## config.mk

```make
export PLATFORM = sky130hd
export DESIGN_NAME = if_fetch_stage
export DESIGN_NICKNAME = d
export VERILOG_FILES = /design/src/rtl/mips_pkg.sv /design/src/rtl/if_skid_buf.sv /design/src/rtl/if_fetch_stage.sv
export SDC_FILE = /design/constraint.sdc
export NUM_CORES = 1
export LEC_CHECK = 0
export ABC_AREA = 0
export CORE_MARGIN = 8
export CORE_UTILIZATION = 49
export CTS_CLUSTER_DIAMETER = 150
export DETAILED_ROUTE_END_ITERATION = 7
export PLACE_DENSITY = 0.77
export SYNTH_ARGS = -nofsm -noshare
export SYNTH_HDL_FRONTEND = slang
export SYNTH_HIERARCHICAL = 1
export SYNTH_SLANG_ARGS = --single-unit
```

## constraint.sdc

```tcl
create_clock -name clk -period 2.2 [get_ports clk]
set_input_delay 0.44 -clock clk [delete_from_list [all_inputs] [get_ports clk]]
set_output_delay 0.44 -clock clk [all_outputs]
set_load 0.1 [all_outputs]
```

## src/rtl/mips_pkg.sv

```systemverilog
// Shared fetch-side definitions: NOP encoding, reset vector, PC stepping,
// fetch FSM states and the instruction/next-PC packet held by the skid buffer.
package mips_pkg;

  localparam logic [31:0] NOP_ENC   = 32'h0000_0000;
  localparam logic [31:0] RESET_VEC = 32'h0000_0000;
  localparam logic [31:0] PC_INC    = 32'd4;
  localparam logic [31:0] WORD_MASK = 32'hFFFF_FFFC;

  typedef enum logic [1:0] {
    S_IDLE,
    S_FETCH,
    S_HOLD,
    S_DRAIN
  } fetch_state_e;

  typedef struct packed {
    logic [31:0] ir;
    logic [31:0] npc;
  } fetch_pkt_t;

  // Force an address onto a word boundary.
  function automatic logic [31:0] word_align(input logic [31:0] a);
    return a & WORD_MASK;
  endfunction

endpackage

```

## src/rtl/if_skid_buf.sv

```systemverilog
// Single-entry holding register for one fetched (instruction, PC+4) pair.
// Clear wins over load.
module if_skid_buf
  import mips_pkg::*;
(
  input  logic       clk,
  input  logic       rst,
  input  logic       load,
  input  logic       clear,
  input  fetch_pkt_t din,
  output fetch_pkt_t dout,
  output logic       full
);

  fetch_pkt_t data_q, data_d;
  logic       full_q, full_d;

  // Next-state: clear empties, load captures the incoming packet.
  always_comb begin
    data_d = data_q;
    full_d = full_q;
    if (clear) begin
      full_d = 1'b0;
    end else if (load) begin
      data_d = din;
      full_d = 1'b1;
    end
  end

  // Storage registers.
  always_ff @(posedge clk) begin
    if (rst) begin
      data_q <= '0;
      full_q <= 1'b0;
    end else begin
      data_q <= data_d;
      full_q <= full_d;
    end
  end

  assign dout = data_q;
  assign full = full_q;

endmodule

```

## src/rtl/if_fetch_stage.sv

```systemverilog
// Instruction-fetch stage: owns the PC, issues one outstanding request at a
// time to instruction memory and presents registered (ir, pc+4, valid) to
// IF/ID. A returned instruction that cannot be accepted goes to a skid entry.
// Optional build macro IF_PERF_CNT_EN adds fetch / memory-wait counters.
module if_fetch_stage
  import mips_pkg::*;
#(
  parameter logic [31:0] RESET_PC  = RESET_VEC,
  parameter logic [31:0] NOP_INSTR = NOP_ENC
) (
  input  logic        clk,
  input  logic        rst,
  input  logic        stall,
  input  logic        redirect,
  input  logic [31:0] redirect_target,
  output logic        imem_req,
  output logic [31:0] imem_addr,
  input  logic        imem_ready,
  input  logic [31:0] imem_rdata,
  output logic [31:0] if_ir,
  output logic [31:0] if_npc,
  output logic        if_valid
`ifdef IF_PERF_CNT_EN
  ,
  output logic [31:0] perf_fetch_cnt,
  output logic [31:0] perf_wait_cnt
`endif
);

  fetch_state_e state_q, state_d;
  logic [31:0]  pc_q, pc_d;
  logic [31:0]  tgt_q, tgt_d;
  logic [31:0]  ir_q, ir_d;
  logic [31:0]  npc_q, npc_d;
  logic         valid_q, valid_d;
  logic         req_q, req_d;

  logic         out_free, load_out, skid_ld, skid_clr, skid_full;
  logic [31:0]  pc_inc, tgt_al;
  fetch_pkt_t   fetched, out_pkt, skid_dout;

  assign out_free = !valid_q || !stall;
  assign pc_inc   = pc_q + PC_INC;
  assign tgt_al   = word_align(redirect_target);
  assign fetched  = '{ir: imem_rdata, npc: pc_inc};

  if_skid_buf u_skid (
    .clk   (clk),
    .rst   (rst),
    .load  (skid_ld),
    .clear (skid_clr),
    .din   (fetched),
    .dout  (skid_dout),
    .full  (skid_full)
  );

  // Fetch FSM next-state, PC update and output-register load selection.
  always_comb begin
    state_d  = state_q;
    pc_d     = pc_q;
    tgt_d    = tgt_q;
    ir_d     = ir_q;
    npc_d    = npc_q;
    valid_d  = valid_q;
    out_pkt  = fetched;
    load_out = 1'b0;
    skid_ld  = 1'b0;
    skid_clr = 1'b0;

    case (state_q)
      S_IDLE: begin
        state_d = S_FETCH;
        if (redirect) pc_d = tgt_al;
      end
      S_FETCH: begin
        if (redirect) begin
          // Returned data is stale; without ready we must wait it out.
          if (imem_ready) begin
            pc_d = tgt_al;
          end else begin
            tgt_d   = tgt_al;
            state_d = S_DRAIN;
          end
        end else if (imem_ready) begin
          pc_d = pc_inc;
          if (out_free) begin
            load_out = 1'b1;
          end else begin
            skid_ld = 1'b1;
            state_d = S_HOLD;
          end
        end
      end
      S_HOLD: begin
        if (redirect) begin
          skid_clr = 1'b1;
          pc_d     = tgt_al;
          state_d  = S_FETCH;
        end else if (out_free && skid_full) begin
          out_pkt  = skid_dout;
          load_out = 1'b1;
          skid_clr = 1'b1;
          state_d  = S_FETCH;
        end
      end
      S_DRAIN: begin
        // Address stays on the abandoned PC until memory answers.
        if (redirect) tgt_d = tgt_al;
        if (imem_ready) begin
          pc_d    = redirect ? tgt_al : tgt_q;
          state_d = S_FETCH;
        end
      end
      default: state_d = S_IDLE;
    endcase

    // Output register: redirect flush > new load > drain when accepted.
    if (redirect) begin
      valid_d = 1'b0;
      ir_d    = NOP_INSTR;
    end else if (load_out) begin
      valid_d = 1'b1;
      ir_d    = out_pkt.ir;
      npc_d   = out_pkt.npc;
    end else if (!stall) begin
      valid_d = 1'b0;
      ir_d    = NOP_INSTR;
    end

    req_d = (state_d == S_FETCH) || (state_d == S_DRAIN);
  end

  // State, PC and output registers.
  always_ff @(posedge clk) begin
    if (rst) begin
      state_q <= S_IDLE;
      pc_q    <= RESET_PC;
      tgt_q   <= RESET_PC;
      ir_q    <= NOP_INSTR;
      npc_q   <= 32'd0;
      valid_q <= 1'b0;
      req_q   <= 1'b0;
    end else begin
      state_q <= state_d;
      pc_q    <= pc_d;
      tgt_q   <= tgt_d;
      ir_q    <= ir_d;
      npc_q   <= npc_d;
      valid_q <= valid_d;
      req_q   <= req_d;
    end
  end

  assign imem_req  = req_q;
  assign imem_addr = pc_q;
  assign if_ir     = ir_q;
  assign if_npc    = npc_q;
  assign if_valid  = valid_q;

`ifdef IF_PERF_CNT_EN
  logic [31:0] fetch_cnt_q, fetch_cnt_d;
  logic [31:0] wait_cnt_q, wait_cnt_d;

  // Count output loads and request cycles memory left unanswered.
  always_comb begin
    fetch_cnt_d = fetch_cnt_q + {31'd0, load_out};
    wait_cnt_d  = wait_cnt_q + {31'd0, (req_q && !imem_ready)};
  end

  // Counter registers.
  always_ff @(posedge clk) begin
    if (rst) begin
      fetch_cnt_q <= 32'd0;
      wait_cnt_q  <= 32'd0;
    end else begin
      fetch_cnt_q <= fetch_cnt_d;
      wait_cnt_q  <= wait_cnt_d;
    end
  end

  assign perf_fetch_cnt = fetch_cnt_q;
  assign perf_wait_cnt  = wait_cnt_q;
`endif

endmodule
```

* After elaboration in Yosys (flattened, before gate mapping)
Cells that the tools add are included.
Widths: inputs -> output; s select.
** Storage, ports and cells
- Register bits :: 197
- Input port bits :: 69
- Output and inout port bits :: 98
** Operators by class
- Add/subtract/negate cells :: 1
- Equality and inequality tests :: 11
- Multiplexer cells :: 36
- Bitwise logic cells :: 2
- Reductions and logical operators :: 14
** Operators by type and width (number)
- $mux 32 :: 10
- $mux 64 :: 2
- $pmux 32 s3 :: 1
- $pmux 32 s2 :: 1
- $add 32x3->32 const B :: 1
- $mux 2 :: 7
- $mux 1 :: 13
- $ne 2x2->1 const B :: 4
- $pmux 2 s4 :: 1
- $eq 2x2->1 const B :: 3
- $reduce_and 3->1 :: 2
- $reduce_or 2->1 :: 3
- $eq 2x1->1 const B :: 2
- $ne 2x1->1 const B :: 2
- $reduce_and 2->1 :: 2
- $logic_not 1->1 :: 2
- $logic_not 2->1 :: 1
- $logic_or 1x1->1 :: 2
- $not 1->1 :: 2
- $pmux 1 s2 :: 1
- $reduce_bool 2->1 :: 1
- $logic_and 1x1->1 :: 1

* Longest topological paths before layout
Gate-level depths: netlist (run 1).
- Word-level depth :: 8
- Gate-level depth with buffers :: 11

* Modules after synthesis
The synthesis (run 1) kept the hierarchy.
** By module, submodules not included
- if_fetch_stage :: instances 1, cells each 904, area an instance 7061.8 sq um
- if_skid_buf :: instances 1, cells each 295, area an instance 3060.4 sq um

* Worst setup path before layout (run 1)
OpenSTA, ideal clock, no wires.
- Path type :: reg-to-reg
- Start :: reg pc_q[2] (netlist: imem_addr[2])
- End :: reg u_skid.data_q (netlist bit u_skid/dout[18])
- Setup time :: 0.118 ns
- Arrival :: 2.896 ns
- Data required time :: 2.082 ns
- Path slack :: -0.814 ns
- Stages on the path, launching flop included :: 10
- Path buffers :: 2
- Cell sequence :: dfxtp_1 -> ha_1 -> clkbuf_1 -> inv_1 -> or4_1 -> clkbuf_1 -> o21a_1 -> or2_2 -> nand4bb_1 -> o21ai_1
** On the way
- Cells in the longest elaborated chain, start to end :: 1
** RTL lines
- start, declared :: line if_fetch_stage.sv:31 : logic [31:0] pc_q, pc_d;
- start signal, assigned :: line if_fetch_stage.sv:145 : pc_q <= pc_d;
- $add 32x3->32 :: line if_fetch_stage.sv:43 : assign pc_inc = pc_q + PC_INC;
- net pc_inc[18] :: line if_fetch_stage.sv:39 : logic [31:0] pc_inc, tgt_al;
- end signal, assigned :: line if_skid_buf.sv:36 : data_q <= data_d;
- end, declared :: line if_skid_buf.sv:15 : fetch_pkt_t data_q, data_d;
The timed path passes the listed nets, and every way through them passes these cells.
A chain may end at the register's enable or synchronous reset.

* Worst setup path after layout (run 1)
- Start :: reg pc_q[7] (netlist: imem_addr[7])
- End :: reg npc_q[29] (netlist: if_npc[29])
** On the way
- Cells in the longest elaborated chain, start to end :: 3
** RTL lines
- $add 32x3->32 (*) :: line if_fetch_stage.sv:43
- $mux 64 :: line if_fetch_stage.sv:99 : end else if (out_free && skid_full) begin
- $mux 64 (*) :: line if_fetch_stage.sv:70 : case (state_q)
- end signal, assigned :: line if_fetch_stage.sv:148 : npc_q <= npc_d;
- end, declared :: line if_fetch_stage.sv:34 : logic [31:0] npc_q, npc_d;
Mark *: on every way between the ends. The rest lies on a longest branch, timed or not.

==> metrics.yaml, run 1 <==
status: "complete, no violations"
tightest_slew_ns: 0.5890
seqPwrFrac: 0.442
yosysSeqAreaShare: 0.3876
cts_buffers: 17
finalHoldViolCount: 0
holdWs_ns: 0.4546
cp.required_ns: 2.50
worstHoldStart: "tgt_q[2]$_SDFFE_PP0P_"
fmax_mhz: 458.6
yosys_warnings: 6
p_per_area_nw_per_um2: 651.5
synth_edf_count: 0
routabilityCongestion: 0.8839
wl_mm: 30.99
switching_power_mw: 2.606
worst_skew_pair.late_latency_ns: 0.44
cts.sinks: 196
pwr-share-comb: 0.188
leakage_nw: 4.744
finalSetupViolCount: 0
dr.pass1.iters: 5
crit_buf_inv: 2
start_kind: "register"
avgViaCountPerCell: 5.933
place_hpwl_mm: 21.93
slowest_delay_ns: 0.56
grt_pass1_wl_mm: 49.78
io_buffer_count: 164
worstPathCellList: "nand4_1 -> buf_4 -> or4_1 -> nor3_2 -> buf_4 -> mux2i_1 -> a31oi_1"
antenna_found_initial: 1
post-route-period-util: 0.9912
path_common_cell: "buf_4"
syn_inst: 1199
period_minus_slack_ns: 2.181
synth_flop_cell: "dfxtp_1"
crit_family: "simple AND/OR/NAND/NOR gates"
postSynthAreaPerCell_sq_um: 8.442
stdcell_area_sq_um: 13110
critical_path_class: "register to register"
layout_common_cells: "buf_4, dfxtp_1, nand2_1, a21oi_1, nand2b_1"
fin_tns_setup_ns: 0
ant_nets: 0
drv_cap: 0
path_max_fanout: 9
wl_met1_mm: 13.22
critPathLaunch: "imem_addr[7]$_SDFFE_PP0P_"
clockPowerShare: 0.370
grt_max_degree: 123
rsz0062_at_grt: "true"
fin_skew_ns: 0.01143
r2r_start: "imem_addr[7]$_SDFFE_PP0P_"
crit_slowest_cell: "or4_1"
vias: 9783
cts.clk_slew.worst_paths_ns: 0.07
routedWlPerCell_microns: 18.79
cts_buffer_depth: 2
grt-ovfl-total: 0
hp-class: "register to register"
power_mw: 8.544
first_global_vias: 9546
ir_drop_mv: 0.5815
p_int_mw: 5.938
drive_gt1_frac: 0.2547
yosysUniqueCellTypes: 63
start_util: 0.5002
groute.usage.overall: 0.2360
slew_violations: 0
cts.root.buffer_cell: "clkbuf_16"
synth_nets: 1275
synth_area_sq_um: 10120
slew_headroom: 0.6040
die_area_sq_um: 25510
arrival_ns: 2.48
nNetsFinal: 1441
crit_path_end_kind: "register"
ctsHtreeMaxLevel: 4
top_layer: "met4"
final_util: 0.6481
die_x_microns: 159.7
ys_seq_elements: 196
ys_async_sr_fraction: 0
fillCellCount: 1635
dr_wl_met2_mm: 15.02
die_h_microns: 159.7
synthToLayoutAreaGrowth_pct: 29.55
drt_iter0_markers: 893
dr_wl_met3_mm: 1.564
tritoncts: "yes"
fp-row-count: 52
placed_area_sq_um: 12500
layout_commonest_cell: "buf_4"
core_sq_um: 20230
io_pins: 167
switching_share: 0.3050
drc: 0
[power by group through the flow]
stage          registers [mW]  clock network [mW]  logic [mW]
6_report                 3.77                3.16        1.61
3_3_place_gp             3.85                   0        1.58
2_1_floorplan            4.28                   0       0.598
3_5_place_dp             3.85                   0        1.60
5_1_grt                  3.79                3.35        1.70
4_1_cts                  3.77                3.20        1.61
[sequential cells by signal, summed over array words and instances, names as in the netlist]
register     count
if_ir           32
if_npc          32
if_valid         1
imem_addr       32
imem_req         1
state_q          1
tgt_q           32
u_skid/dout     64
u_skid/full      1
[cells by family after synthesis]
family / Yosys count / share of synthesized area
and+or+nand+nor: 477 / 0.2766
buffers and inverters: 133 / 0.06143
DFF: 196 / 0.3876
muxes: 50 / 0.05451
xor gates and xnor gates: 17 / 0.01471
AOI/OAI and AO/OA: 319 / 0.1964
adders and majority gates: 7 / 0.008652
[per-layer routing]
metal / GRT usage / vias up
met5: 0 / -
met4: 0.1179 / 0
met3: 0.03779 / 65
met2: 0.3892 / 330
met1: 0.2942 / 4710
li1: - / 4678
[path summary, 6_finish.rpt]
check	end	cells past startpoint	slack (ns)
setup / recovery	if_npc[29]$_SDFFE_PP0P_	7	0.02
setup reg to reg	if_npc[29]$_SDFFE_PP0P_	7	0.02
hold / removal	tgt_q[2]$_SDFFE_PP0P_	2	0.45
hold reg to reg	tgt_q[2]$_SDFFE_PP0P_	2	0.45
[cell type report]
cell class                      instances  area, sq um  area share
Antenna cell                            1        2.502   0.0001908
Clock buffer                           21        481.7     0.03673
Clock inverter                         11        108.9    0.008301
Inverter                               15        56.30    0.004293
Multi-Input combinational cell        870         5674      0.4327
Sequential cell                       196         4025      0.3069
Tap cell                              270        337.8     0.02576
Timing Repair Buffer                  265         2427      0.1851
[per-stage QoR]
step	worst slack, ns	cells
2_1_floorplan	-0.04879	1199
3_3_place_gp	-0.03388	1616
3_5_place_dp	-0.06029	1616
4_1_cts	0.03521	1648
5_1_grt	-0.04809	1649
6_report	0.01939	1649
[repair_timing]
action	4_1_cts	5_1_grt
endpoints found under the setup margin	1	108
gates resized for setup	1	4
pin swaps	0	1
hold buffers	0	0
setup buffers	0	0
[worst min-delay path: stages (launching register included)]
cell and delay, ns:
dfxtp_1 0.31, nand2_1 0.05, a21oi_1 0.05
[cell usage after synthesis, types with 4 or more instances]
library cell | count | area, sq um
nand4_1 | 10 | 62.56
ha_1 | 7 | 87.58
a21oi_1 | 115 | 575.6
a311oi_1 | 4 | 35.03
buf_6 | 11 | 123.9
nand2_1 | 139 | 521.8
a21o_1 | 4 | 30.03
a21bo_2 | 4 | 40.04
clkbuf_1 | 69 | 259.0
o21ai_1 | 50 | 250.2
nor2_1 | 42 | 157.7
mux2i_1 | 9 | 90.09
a221oi_1 | 13 | 113.9
nand2b_1 | 77 | 481.7
a311o_1 | 5 | 50.05
a22o_1 | 6 | 52.55
nand4bb_1 | 64 | 720.7
o211ai_1 | 7 | 52.55
or4_1 | 7 | 52.55
dfxtp_1 | 196 | 3924
nor3_1 | 20 | 100.1
nand3_1 | 63 | 315.3
a31oi_1 | 10 | 62.56
xnor2_1 | 15 | 131.4
buf_2 | 20 | 100.1
inv_1 | 15 | 56.30
and3_1 | 6 | 37.54
o21a_1 | 6 | 45.04
buf_1 | 12 | 45.04
nor4b_1 | 4 | 35.03
a211oi_1 | 5 | 37.54
a22oi_1 | 11 | 82.58
nor4_1 | 13 | 81.33
mux2_2 | 41 | 461.7
or2_2 | 9 | 56.30
or3_1 | 8 | 50.05
o31ai_1 | 5 | 37.54
o2bb2ai_1 | 5 | 43.79
o21ai_2 | 15 | 131.4
o21ai_0 | 32 | 160.2
(Power assumes the default switching activity.)
==> inputs of run 2 (changes only) <==
HOLD_SLACK_MARGIN = 0.15   (was not set)
SLEW_MARGIN = 20   (was not set)
==> results of run 2 <==
No change in the layout: final DEF, timing and power equal those of run 1.
==> inputs of run 3 (changes only) <==
SETUP_SLACK_MARGIN = 0.02   (was not set)
==> metrics.yaml, run 3 (synthesized netlist as in run 1, its figures left out) <==
switching_power_mw: 2.544  # -2.4%
fillCellCount: 1680  # +2.8%
crit_slowest_cell: "or4_4"
routabilityCongestion: 0.9456  # +7.0%
nNetsFinal: 1432  # -0.62%
drive_gt1_frac: 0.2529  # -0.001793
core_sq_um: 20230  # unchanged
hp-class: "register to register"
status: "complete, no violations"
layout_commonest_cell: "buf_4"
cts.root.buffer_cell: "clkbuf_16"
io_pins: 167  # unchanged
period_minus_slack_ns: 2.111  # -0.06960 ns
p_int_mw: 6.372  # +7.3%
critical_path_class: "register to register"
start_util: 0.5002  # unchanged
drt_iter0_markers: 690  # -23%
tritoncts: "yes"
grt_max_degree: 72  # -41%
vias: 9608  # -1.8%
cts.sinks: 196  # unchanged
die_x_microns: 159.7  # unchanged
dpl_worst_slack_ns: -0.1322  # -0.07191 ns
start_kind: "register"
largest_reg_flops: 64  # unchanged
worst_slack_ns: 0.08899  # +0.06960 ns
fin_tns_setup_ns: 0  # unchanged
grt-ovfl-total: 0  # unchanged
io_buffer_count: 164  # unchanged
avgViaCountPerCell: 5.866  # -1.1%
fp-row-count: 52  # unchanged
finalHoldViolCount: 0  # unchanged
seqPwrFrac: 0.421  # -0.021
crit_path_end_kind: "register"
path_common_cell: "buf_6"
fmax_mhz: 473.7  # +3.3%
post-route-period-util: 0.9595  # -0.03164
postCtsHoldBufs: 0  # unchanged
first_global_vias: 9233  # -3.3%
routedWlPerCell_microns: 18.58  # -1.1%
dr.pass1.iters: 5  # unchanged
holdWs_ns: 0.4559  # +0.001223 ns
drv_cap: 0  # unchanged
rsz0062_at_grt: "true"
p_per_area_nw_per_um2: 682.5  # +4.7%
cts.clk_slew.worst_paths_ns: 0.07  # about the same
die_area_sq_um: 25510  # unchanged
wl_mm: 30.43  # -1.8%
final_cells: 1638  # -0.67%
ir_drop_mv: 0.5648  # -2.9%
dpl.cell_count: 1606  # -0.62%
cts_buffer_depth: 2  # unchanged
cp.required_ns: 2.50  # about the same
synthToLayoutAreaGrowth_pct: 29.07
cts_buffers: 17  # unchanged
clockPowerShare: 0.398  # +0.028
switching_share: 0.2854  # -0.01964
crit_family: "simple AND/OR/NAND/NOR gates"
groute.usage.overall: 0.2299  # -0.006052
diodes: 0  # -1
slew_headroom: 0.5286  # -0.07533
ant_nets: 0  # unchanged
leakage_nw: 4.748  # about the same
pwr-share-comb: 0.181  # -0.007
fin_skew_ns: 0.01229  # +0.0008598 ns
worstPathCellList: "nand4_1 -> buf_6 -> or4_4 -> nor3_4 -> buf_6 -> mux2i_1 -> a31oi_1"
slowest_delay_ns: 0.50  # -0.06 ns
final_util: 0.6457  # -0.002411
drc: 0  # unchanged
tightest_slew_ns: 0.7071  # +0.1180 ns
finalSetupViolCount: 0  # unchanged
die_h_microns: 159.7  # unchanged
path_max_fanout: 7  # -2
slew_violations: 0  # unchanged
ctsHtreeMaxLevel: 4  # unchanged
grt_pass1_wl_mm: 48.65  # -2.3%
antenna_found_initial: 0  # -1
worst_skew_pair.late_latency_ns: 0.44  # about the same
layout_common_cells: "buf_4, dfxtp_1, nand2_1, a21oi_1, nand2b_1"
crit_buf_inv: 2  # unchanged
place_hpwl_mm: 21.25  # -3.1%
arrival_ns: 2.41  # -0.07 ns
## run 3: worst paths after layout
| kind | startpoint | endpoint | slack (ns) | cells past startpoint |
|---|---|---|---|---|
| max reg2reg | imem_addr[5]$_SDFFE_PP0P_ | if_npc[29]$_SDFFE_PP0P_ | 0.09 | 7 |
| max | imem_addr[5]$_SDFFE_PP0P_ | if_npc[29]$_SDFFE_PP0P_ | 0.09 | 7 |
| min | if_npc[26]$_SDFFE_PP0P_ | if_npc[26]$_SDFFE_PP0P_ | 0.46 | 2 |
| min reg2reg | if_npc[26]$_SDFFE_PP0P_ | if_npc[26]$_SDFFE_PP0P_ | 0.46 | 2 |
## run 3: tightest hold or removal path, cell delays in order (launching register included)
cell and delay [ns]:
dfxtp_1 0.31, nand3_1 0.06, nand2_1 0.05
## run 3: repair_timing
item	4_1_cts	5_1_grt
endpoints found under the setup margin	1	19
endpoints found under the hold margin	0	0
setup buffers	0	1
pin swaps	0	4
resized for setup	1	10
## run 3: final cells by class
cell class              instances  area [sq um]  area share
clock inverters                11         192.7     0.01475
repair buffers                256          2275      0.1741
flip-flops and latches        196          4025      0.3081
clock buffers                  20         479.2     0.03668
inverters                      15         56.30    0.004310
multi-input cells             870          5699      0.4362
well taps                     270         337.8     0.02586
## run 3: power by group through the flow
stage | Combinational, mW | Clock, mW | Sequential (mW)
floorplan | 0.602 | 0 | 4.28
global placement | 1.59 | 0 | 3.83
detailed placement | 1.60 | 0 | 3.83
CTS | 1.61 | 3.58 | 3.75
global route | 1.70 | 3.74 | 3.77
finish | 1.61 | 3.55 | 3.76
## run 3: per-stage QoR
step | total power [mW] | instance area, sq um
after floorplan | 4.880 | 10310
after global placement | 5.419 | 12350
after detailed placement | 5.436 | 12350
after CTS | 8.946 | 13020
after global routing | 9.212 | 13070
final | 8.917 | 13070
## run 3: routing by layer
metal | share of wire | global-route usage
met1 | 0.42 | 0.2861
met2 | 0.49 | 0.3855
met3 | 0.053 | 0.03830
met4 | 0.035 | 0.09991
met5 | 0 | 0
